`src/rtl/posit_defines_es3.sv`:
```
// Shared posit<32,3> constants and record types for the ES3 datapaths.
// Also holds the decoder's intermediate stage records.
package posit_defines_es3;

  localparam int NBITS = 32;
  localparam int ES = 3;
  localparam int FBITS = NBITS - ES - 3;
  localparam int SCALE_W = 9;
  localparam int POSIT_SERIALIZED_WIDTH_ES3 = 1 + SCALE_W + FBITS + 2;
  localparam int REGIME_W = 6;
  localparam int ABS_W = NBITS - 1;
  localparam int RUN_W = 5;
  localparam int SHAMT_W = 6;

  localparam logic [POSIT_SERIALIZED_WIDTH_ES3-1:0] VALUE_ZERO = 38'h1;
  localparam logic [POSIT_SERIALIZED_WIDTH_ES3-1:0] VALUE_INF  = 38'h2;
  localparam logic [NBITS-1:0] POSIT_NAR = 32'h8000_0000;

  typedef struct packed {
    logic               sgn;
    logic [SCALE_W-1:0] scale;
    logic [FBITS-1:0]   fraction;
    logic               inf;
    logic               zero;
  } posit_value_es3_t;

  typedef struct packed {
    logic             sgn;
    logic [ABS_W-1:0] abs_val;
    logic             inf;
    logic             zero;
  } posit_stage1_es3_t;

  typedef struct packed {
    logic                       sgn;
    logic signed [REGIME_W-1:0] regime;
    logic [ABS_W-1:0]           rem;
    logic                       inf;
    logic                       zero;
  } posit_stage2_es3_t;

endpackage

```
`src/rtl/posit_run_count_es3.sv`:
```
// Leading-run counter: length of the run of bits equal to polarity, from the MSB down.
// Built as a leading-zero count of bits ^ polarity; an all-equal word yields 31.
module posit_run_count_es3
  import posit_defines_es3::*;
(
  input  logic [ABS_W-1:0] bits,
  input  logic             polarity,
  output logic [RUN_W-1:0] count
);

  logic [ABS_W-1:0] diff_s;

  assign diff_s = bits ^ {ABS_W{polarity}};

  // Highest differing bit wins because the loop runs upward.
  always_comb begin
    count = 5'd31;
    for (int i = 0; i < ABS_W; i++) begin
      count = diff_s[i] ? RUN_W'(ABS_W - 1 - i) : count;
    end
  end

endmodule

```
`src/rtl/shift_left.sv`:
```
// Logical left shift; shift amounts of W or more flush the word to zero.
module shift_left #(
  parameter int W  = 31,
  parameter int SW = 6
) (
  input  logic [W-1:0]  data,
  input  logic [SW-1:0] amt,
  output logic [W-1:0]  result
);

  assign result = (amt >= SW'(W)) ? {W{1'b0}} : (data << amt);

endmodule

```
`src/rtl/posit_decode_pipe_es3.sv`:
```
// Three-stage posit<32,3> decoder: classify, regime extraction, field assembly.
// Elastic valid/ready pipeline sustaining one word per cycle.
module posit_decode_pipe_es3
  import posit_defines_es3::*;
(
  input  logic                                  clk,
  input  logic                                  reset,
  input  logic [NBITS-1:0]                      in_posit,
  input  logic                                  in_valid,
  output logic                                  in_ready,
  output logic [POSIT_SERIALIZED_WIDTH_ES3-1:0] out_value,
  output logic                                  out_valid,
  input  logic                                  out_ready
);

  logic              v1_r, v2_r;
  posit_stage1_es3_t s1_r, s1_s;
  posit_stage2_es3_t s2_r, s2_s;
  posit_value_es3_t  value_s;
  logic              ready_out_s, ready2_s, ready1_s;
  logic [RUN_W-1:0]  run_len_s;
  logic [SHAMT_W-1:0] shift_amt_s;
  logic [ABS_W-1:0]  rem_s;

  assign ready_out_s = ~out_valid | out_ready;
  assign ready2_s    = ~v2_r | ready_out_s;
  assign ready1_s    = ~v1_r | ready2_s;
  assign in_ready    = ~reset & ready1_s;

  // Stage 1: special-value classification and magnitude.
  always_comb begin
    s1_s.sgn  = in_posit[NBITS-1];
    s1_s.zero = (in_posit == 32'h0);
    s1_s.inf  = (in_posit == POSIT_NAR);
    if (in_posit[NBITS-1]) begin
      s1_s.abs_val = 31'd0 - in_posit[ABS_W-1:0];
    end else begin
      s1_s.abs_val = in_posit[ABS_W-1:0];
    end
  end

  posit_run_count_es3 u_run_count (
    .bits     (s1_r.abs_val),
    .polarity (s1_r.abs_val[ABS_W-1]),
    .count    (run_len_s)
  );

  // The shift also consumes the regime terminator bit.
  assign shift_amt_s = {1'b0, run_len_s} + 6'd1;

  shift_left #(.W(ABS_W), .SW(SHAMT_W)) u_shift (
    .data   (s1_r.abs_val),
    .amt    (shift_amt_s),
    .result (rem_s)
  );

  // Stage 2: regime value and left-aligned remainder.
  always_comb begin
    s2_s.sgn  = s1_r.sgn;
    s2_s.inf  = s1_r.inf;
    s2_s.zero = s1_r.zero;
    s2_s.rem  = rem_s;
    if (s1_r.abs_val[ABS_W-1]) begin
      s2_s.regime = signed'({1'b0, run_len_s} - 6'd1);
    end else begin
      s2_s.regime = signed'(6'd0 - {1'b0, run_len_s});
    end
  end

  // Stage 3: scale = regime*8 + exp is a plain concatenation since exp < 8.
  always_comb begin
    value_s = '0;
    if (s2_r.zero) begin
      value_s.zero = 1'b1;
    end else if (s2_r.inf) begin
      value_s.inf = 1'b1;
    end else begin
      value_s.sgn      = s2_r.sgn;
      value_s.scale    = {s2_r.regime, s2_r.rem[ABS_W-1:ABS_W-ES]};
      value_s.fraction = s2_r.rem[ABS_W-ES-1:2];
    end
  end

  // Pipeline registers; each stage loads when the stage downstream can take its word.
  always_ff @(posedge clk) begin
    if (reset) begin
      v1_r      <= 1'b0;
      v2_r      <= 1'b0;
      s1_r      <= '0;
      s2_r      <= '0;
      out_valid <= 1'b0;
      out_value <= '0;
    end else begin
      if (ready1_s) begin
        v1_r <= in_valid;
        s1_r <= s1_s;
      end
      if (ready2_s) begin
        v2_r <= v1_r;
        s2_r <= s2_s;
      end
      if (ready_out_s) begin
        out_valid <= v2_r;
        if (v2_r) begin
          out_value <= value_s;
        end
      end
    end
  end

endmodule

```
`config.mk`:
```
export PLATFORM = sky130hd
export DESIGN_NAME = posit_decode_pipe_es3
export DESIGN_NICKNAME = d
export VERILOG_FILES = /design/src/rtl/posit_defines_es3.sv /design/src/rtl/posit_run_count_es3.sv /design/src/rtl/shift_left.sv /design/src/rtl/posit_decode_pipe_es3.sv
export SDC_FILE = /design/constraint.sdc
export NUM_CORES = 1
export LEC_CHECK = 0
export BUFFER_PORTS_ARGS = -buffer_cell sky130_fd_sc_hd__buf_4
export CORE_MARGIN = 10
export CORE_UTILIZATION = 45
export DETAILED_ROUTE_END_ITERATION = 10
export PLACE_DENSITY = 0.71
export SETUP_SLACK_MARGIN = 0.5
export SKIP_LAST_GASP = 1
export SLEW_MARGIN = 5
export SYNTH_ARGS = -nofsm -noshare
export SYNTH_HDL_FRONTEND = slang
export SYNTH_HIERARCHICAL = 1
export SYNTH_SLANG_ARGS = --single-unit
```
`constraint.sdc`:
```
create_clock -name clk -period 4.95 [get_ports clk]
set_input_delay 0.495 -clock clk [delete_from_list [all_inputs] [get_ports clk]]
set_output_delay 0.495 -clock clk [all_outputs]
set_load 0.1 [all_outputs]
```
==> impl_metrics.yaml, run 1 <==
cells_and_area:
  area_growth_syn_to_layout_pct: 17.3
  final-seq-area_sq_um: 2260
  multi_input_area_sq_um: 5080
  final_common_cell: "nand2_1"
  utilization_pct: 54.2
  diodes: 0
  layout_common_cells: "147 x nand2_1, 112 x dfxtp_1, 94 x buf_4, 80 x a21oi_1, 79 x nor2_1"
  drive_gt1_share_pct: 20.5
  final_cells: 1238
  final_cell_area_sq_um: 9040
  nets: 1046
  num-fill-cells: 1605
cts:
  clkLatencyLatePin_ns: 0.42
  clock_path_buffers: 2
  cts_tree: "done"
  cts.reportedPaths.clkPinSlew_ns: 0.05
  post_cts_resize_count: 0
  h-tree-depth: 4
  post_cts_buffers: 0
  clock-sinks: 113
  clockRootBuffer: "clkbuf_16"
  cts_buffers: 17
  cts_hold_buf: 0
setup_path:
  critPathSlowestCell: "ha_2"
  crit_chain: "buf_4 -> or2_0 -> a2111o_1 -> o21ai_0 -> o32ai_1 -> a31oi_1 -> buf_4 -> inv_2 -> ha_2 -> buf_4 -> mux2i_1 -> mux2i_1 -> a211oi_1 -> nand2_1 -> a21oi_1"
  cp_num_buf_inv: 4
  crit_family: "compound AO/OA/AOI/OAI gates"
  startpoint_type: "flip-flop"
  crit_arrival_ns: 4.42
  crit_path_max_fanout: 26
  crit_type: "reg2reg"
  crit_required_ns: 5.30
  slowest_delay_ns: 0.70
  rr_startpoint: "s1_r[32]"
  critPathCaptureType: "flip-flop"
  crit_path_frequent_cell: "buf_4"
  critPathLaunch: "s1_r[32]"
route:
  first_iter_violations: 762
  drc: 0
  via_per_inst: 5.98
  ant_nets: 0
  drt_wl_total_mm: 22.2
  via_count: 7399
  routedWlPerCell_microns: 17.9
  drt-pass1-iter-count: 5
floorplan:
  initial_core_util_pct: 46.2
  die_width_microns: 151
  die_area_sq_um: 22800
  core_sq_um: 16700
  num_rows: 47
  die_height_microns: 151
  top_level_ports: 76
timing:
  min_period_ns: 4.07
  setup_slack_ns: 0.879
  tns_ns: 0
  finalHoldWorstSlack_ns: 0.287
  clock_skew_ns: 0.00662
  hold_viol_final: 0
  setup_viol: 0
  slew_headroom_pct: 57.0
  tightest_slew_ns: 0.641
  max_freq_mhz: 246
  drv_slew: 0
  fin_crit_sh_pct: 82.2
  rsz0062_at_grt: "false"
pwr:
  clkPwrFrac_pct: 35.6
  power.share.switching_pct: 33.5
  finalPower_mw: 3.58
  peakVddDrop_mv: 0.283
  power.internal_mw: 2.38
  p_leak_nw: 3.43
  power.net_switching_mw: 1.20
  seqPwrFrac_pct: 31.1
  combPwrFrac_pct: 33.3
  power_per_cell_area_nw_per_um2: 396
synthesis:
  postSynthCellCount: 963
  syn_area_sq_um: 7710
  syn_avg_cell_area_sq_um: 8.00
  syn_nets: 1003
  ys_warn_count: 6
grt:
  grt_pass1_vias: 6969
  grt_max_degree: 60
  grt_pass1_wl_mm: 36.2
  antenna_found_initial: 0
  track_usage_pct: 19.6
  grt_overflow: 0
placement:
  io_buffers: 75
  place_area_sq_um: 8420
  dp_slack_ns: 0.702
  gp_congestion: 0.994
  detailed_place_hpwl_mm: 16.2
  dp.cells: 1207
worst_hold_path:
  worstHoldStart: "in_valid"
  hold_class: "in2reg"
flow_run:
  drv_cap: 0
status:
  outcome: "finished clean"
-- power groups by stage --
stage,sequential (mW),clock (mW),combinational (mW)
after floorplan,1.16,0,0.837
after global placement,1.13,0,1.17
after detailed placement,1.13,0,1.17
after CTS,1.11,1.30,1.18
after global routing,1.13,1.34,1.29
final,1.11,1.28,1.19
-- state kept, by name (all words and copies together), names as in the netlist --
signal / cells
out_value: 38
s2_r: 38
out_valid: 1
v2_r: 1
v1_r: 1
s1_r: 34
-- path summary, 6_finish.rpt --
check | endpoint | slack, ns | cells past startpoint
setup / recovery | s2_r[13] | 0.88 | 15
hold / removal | v1_r | 0.29 | 3
setup reg to reg | s2_r[13] | 0.88 | 15
hold reg to reg | s2_r[9] | 0.45 | 2
-- cell type report --
| type | count | share of cell area (%) |
|---|---|---|
| Clock buffer | 21 | 5.09 |
| Multi-Input combinational cell | 763 | 56.2 |
| Inverter | 15 | 0.623 |
| Timing Repair Buffer | 96 | 8.25 |
| Clock inverter | 10 | 1.76 |
| Tap cell | 220 | 3.04 |
| Sequential cell | 113 | 25.0 |
-- routing by layer --
metal  track usage, %  up-vias  wire (microns)
met3             4.30       41            1200
met2             31.5      245           10400
met5                0        -               0
met1             25.1     3483            9940
li1                 -     3630               -
met4             7.27        0             669
-- worst reg2reg max path, cell delays in order (launching register included) --
cell      delay (ns)
dfxtp_2         0.45
buf_4           0.27
or2_0           0.24
a2111o_1        0.27
o21ai_0         0.08
o32ai_1         0.10
a31oi_1         0.16
buf_4           0.18
inv_2           0.06
ha_2            0.70
buf_4           0.30
mux2i_1         0.47
mux2i_1         0.14
a211oi_1        0.35
nand2_1         0.09
a21oi_1         0.14
Power figures use the tool's default switching activity.
==> run 2, diff against run 1 <==
PLACE_DENSITY = 0.74   (was 0.71)
clock period = 3.3 ns   (was 4.95 ns; I/O delays follow)
==> run 2 against run 1 <==
The run now ends with negative setup slack left. Largest cell class unchanged. Wire length rose by 12%. Combinational power rose by 120%. Clock power rose by 40%. Cell count rose by 10%. Clock skew rose by 0.0083 ns. Sequential share of layout area fell by 3.5 points. Global-route usage rose by 1.2 points. Non-clock buffer count rose by 128. Clock-buffer cell count fell by 3.
==> impl_metrics.yaml, run 2 (synthesis gave the netlist of run 1 again) <==
status:
  outcome: "finished with violations"
  violations: "negative setup slack"
grt:
  grt_pass1_wl_mm: 38.7
  grt_max_degree: 73
  grt_pass1_vias: 7590
  track_usage_pct: 20.7
  grt_overflow: 0
  antenna_found_initial: 0
timing:
  drv_slew: 0
  setup_slack_ns: -0.193
  rsz0062_at_grt: "true"
  tns_ns: -2.60
  finalHoldWorstSlack_ns: 0.129
  fin_crit_sh_pct: 106
  min_period_ns: 3.49
  setup_viol: 22
  max_freq_mhz: 286
  slew_headroom_pct: 50.9
  tightest_slew_ns: 0.736
  hold_viol_final: 0
  clock_skew_ns: 0.0150
cells_and_area:
  final_common_cell: "buf_4"
  layout_common_cells: "198 x buf_4, 145 x nand2_1, 112 x dfxtp_1, 77 x a21oi_1, 71 x nor2_1"
  diodes: 0
  nets: 1174
  area_growth_syn_to_layout_pct: 36.7
  final_cell_area_sq_um: 10500
  drive_gt1_share_pct: 34.6
  final_cells: 1366
  reg.largest.list: "out_value x38, s2_r x38, s1_r x34"
  utilization_pct: 63.1
setup_path:
  critPathCaptureType: "flip-flop"
  crit_arrival_ns: 3.77
  critPathLaunch: "s1_r[32]"
  startpoint_type: "flip-flop"
  rr_startpoint: "s1_r[32]"
  crit_path_max_fanout: 8
  crit_type: "reg2reg"
  crit_required_ns: 3.57
flow_run:
  drv_cap: 0
placement:
  gp_congestion: 0.957
  dp.cells: 1309
  detailed_place_hpwl_mm: 17.9
  place_area_sq_um: 9340
  io_buffers: 75
cts:
  cts_hold_buf: 0
  h-tree-depth: 4
  clock_path_buffers: 2
  cts_buffers: 17
  clockRootBuffer: "clkbuf_16"
  cts_tree: "done"
  cts.reportedPaths.clkPinSlew_ns: 0.06
  clock-sinks: 113
  clkLatencyLatePin_ns: 0.41
worst_hold_path:
  worstHoldStart: "in_valid"
  hold_class: "in2reg"
floorplan:
  initial_core_util_pct: 46.2
  num_rows: 47
  core_sq_um: 16700
  die_area_sq_um: 22800
  die_width_microns: 151
  die_height_microns: 151
  top_level_ports: 76
route:
  ant_nets: 0
  via_count: 8002
  drc: 0
  drt-pass1-iter-count: 5
  via_per_inst: 5.86
  routedWlPerCell_microns: 18.2
  drt_wl_total_mm: 24.8
  first_iter_violations: 545
pwr:
  p_leak_nw: 4.18
  peakVddDrop_mv: 0.432
  power_per_cell_area_nw_per_um2: 570
run 2: cell types whose count changed in the layout (fill, tap and decap cells not counted), moves of 7 or more:
cell	previous run	this run
buf_4	94	198
buf_6	0	16
mux2_2	27	18
mux2_4	3	12
nor2_1	79	71
nor2_2	2	9
o21ai_0	28	21
run 2: layout make-up:
cell class	instances	area (sq um)
Clock inverter	13	140
Fill cell	1466	6160
Tap cell	220	275
Multi-Input combinational cell	763	5510
Sequential cell	113	2270
Timing Repair Buffer	224	1840
Clock buffer	18	439
Inverter	15	61.3
run 2: final timing paths:
| kind | to | slack (ns) | cells past startpoint |
|---|---|---|---|
| setup / recovery | s2_r[28] | -0.19 | 13 |
| hold / removal | v1_r | 0.13 | 3 |
| setup reg to reg | s2_r[28] | -0.19 | 13 |
| hold reg to reg | out_value[15] | 0.45 | 2 |
run 2: critical path: stages, from the launching register on:
cell and delay, ns:
dfxtp_4 0.37, buf_6 0.14, or3_4 0.38, o21ai_2 0.13, nand4b_1 0.23, a31oi_4 0.28
ha_4 0.19, xor2_4 0.15, buf_12 0.15, mux2_4 0.33, mux4_2 0.51, a221o_1 0.34
nand2_1 0.07, a21oi_1 0.07
run 2: stage by stage:
stage | power, mW | worst slack (ns)
after floorplan | 3.11 | 0.0437
after global placement | 3.80 | -0.0939
after detailed placement | 3.82 | -0.153
after CTS | 5.71 | -0.144
after global routing | 6.27 | -0.294
final | 6.01 | -0.193
run 2: timing repair:
action | CTS | global route
buffers inserted | 8 | 16
gates cloned | 0 | 2
resized for setup | 14 | 72
pin swaps | 1 | 25
endpoints found under the setup margin | 29 | 30
run 2: power breakdown:
part | internal, mW | leakage (nW) | total, mW | switching [mW]
logic | 1.28 | 2.98 | 2.61 | 1.32
registers | 1.51 | 0.927 | 1.62 | 0.106
clock network | 1.12 | 0.274 | 1.79 | 0.662
run 2: routing by layer:
metal	global-route usage (%)	routed length [microns]
met5	0	0
met3	3.64	1280
met1	25.2	10300
met4	8.28	881
met2	35.5	12400
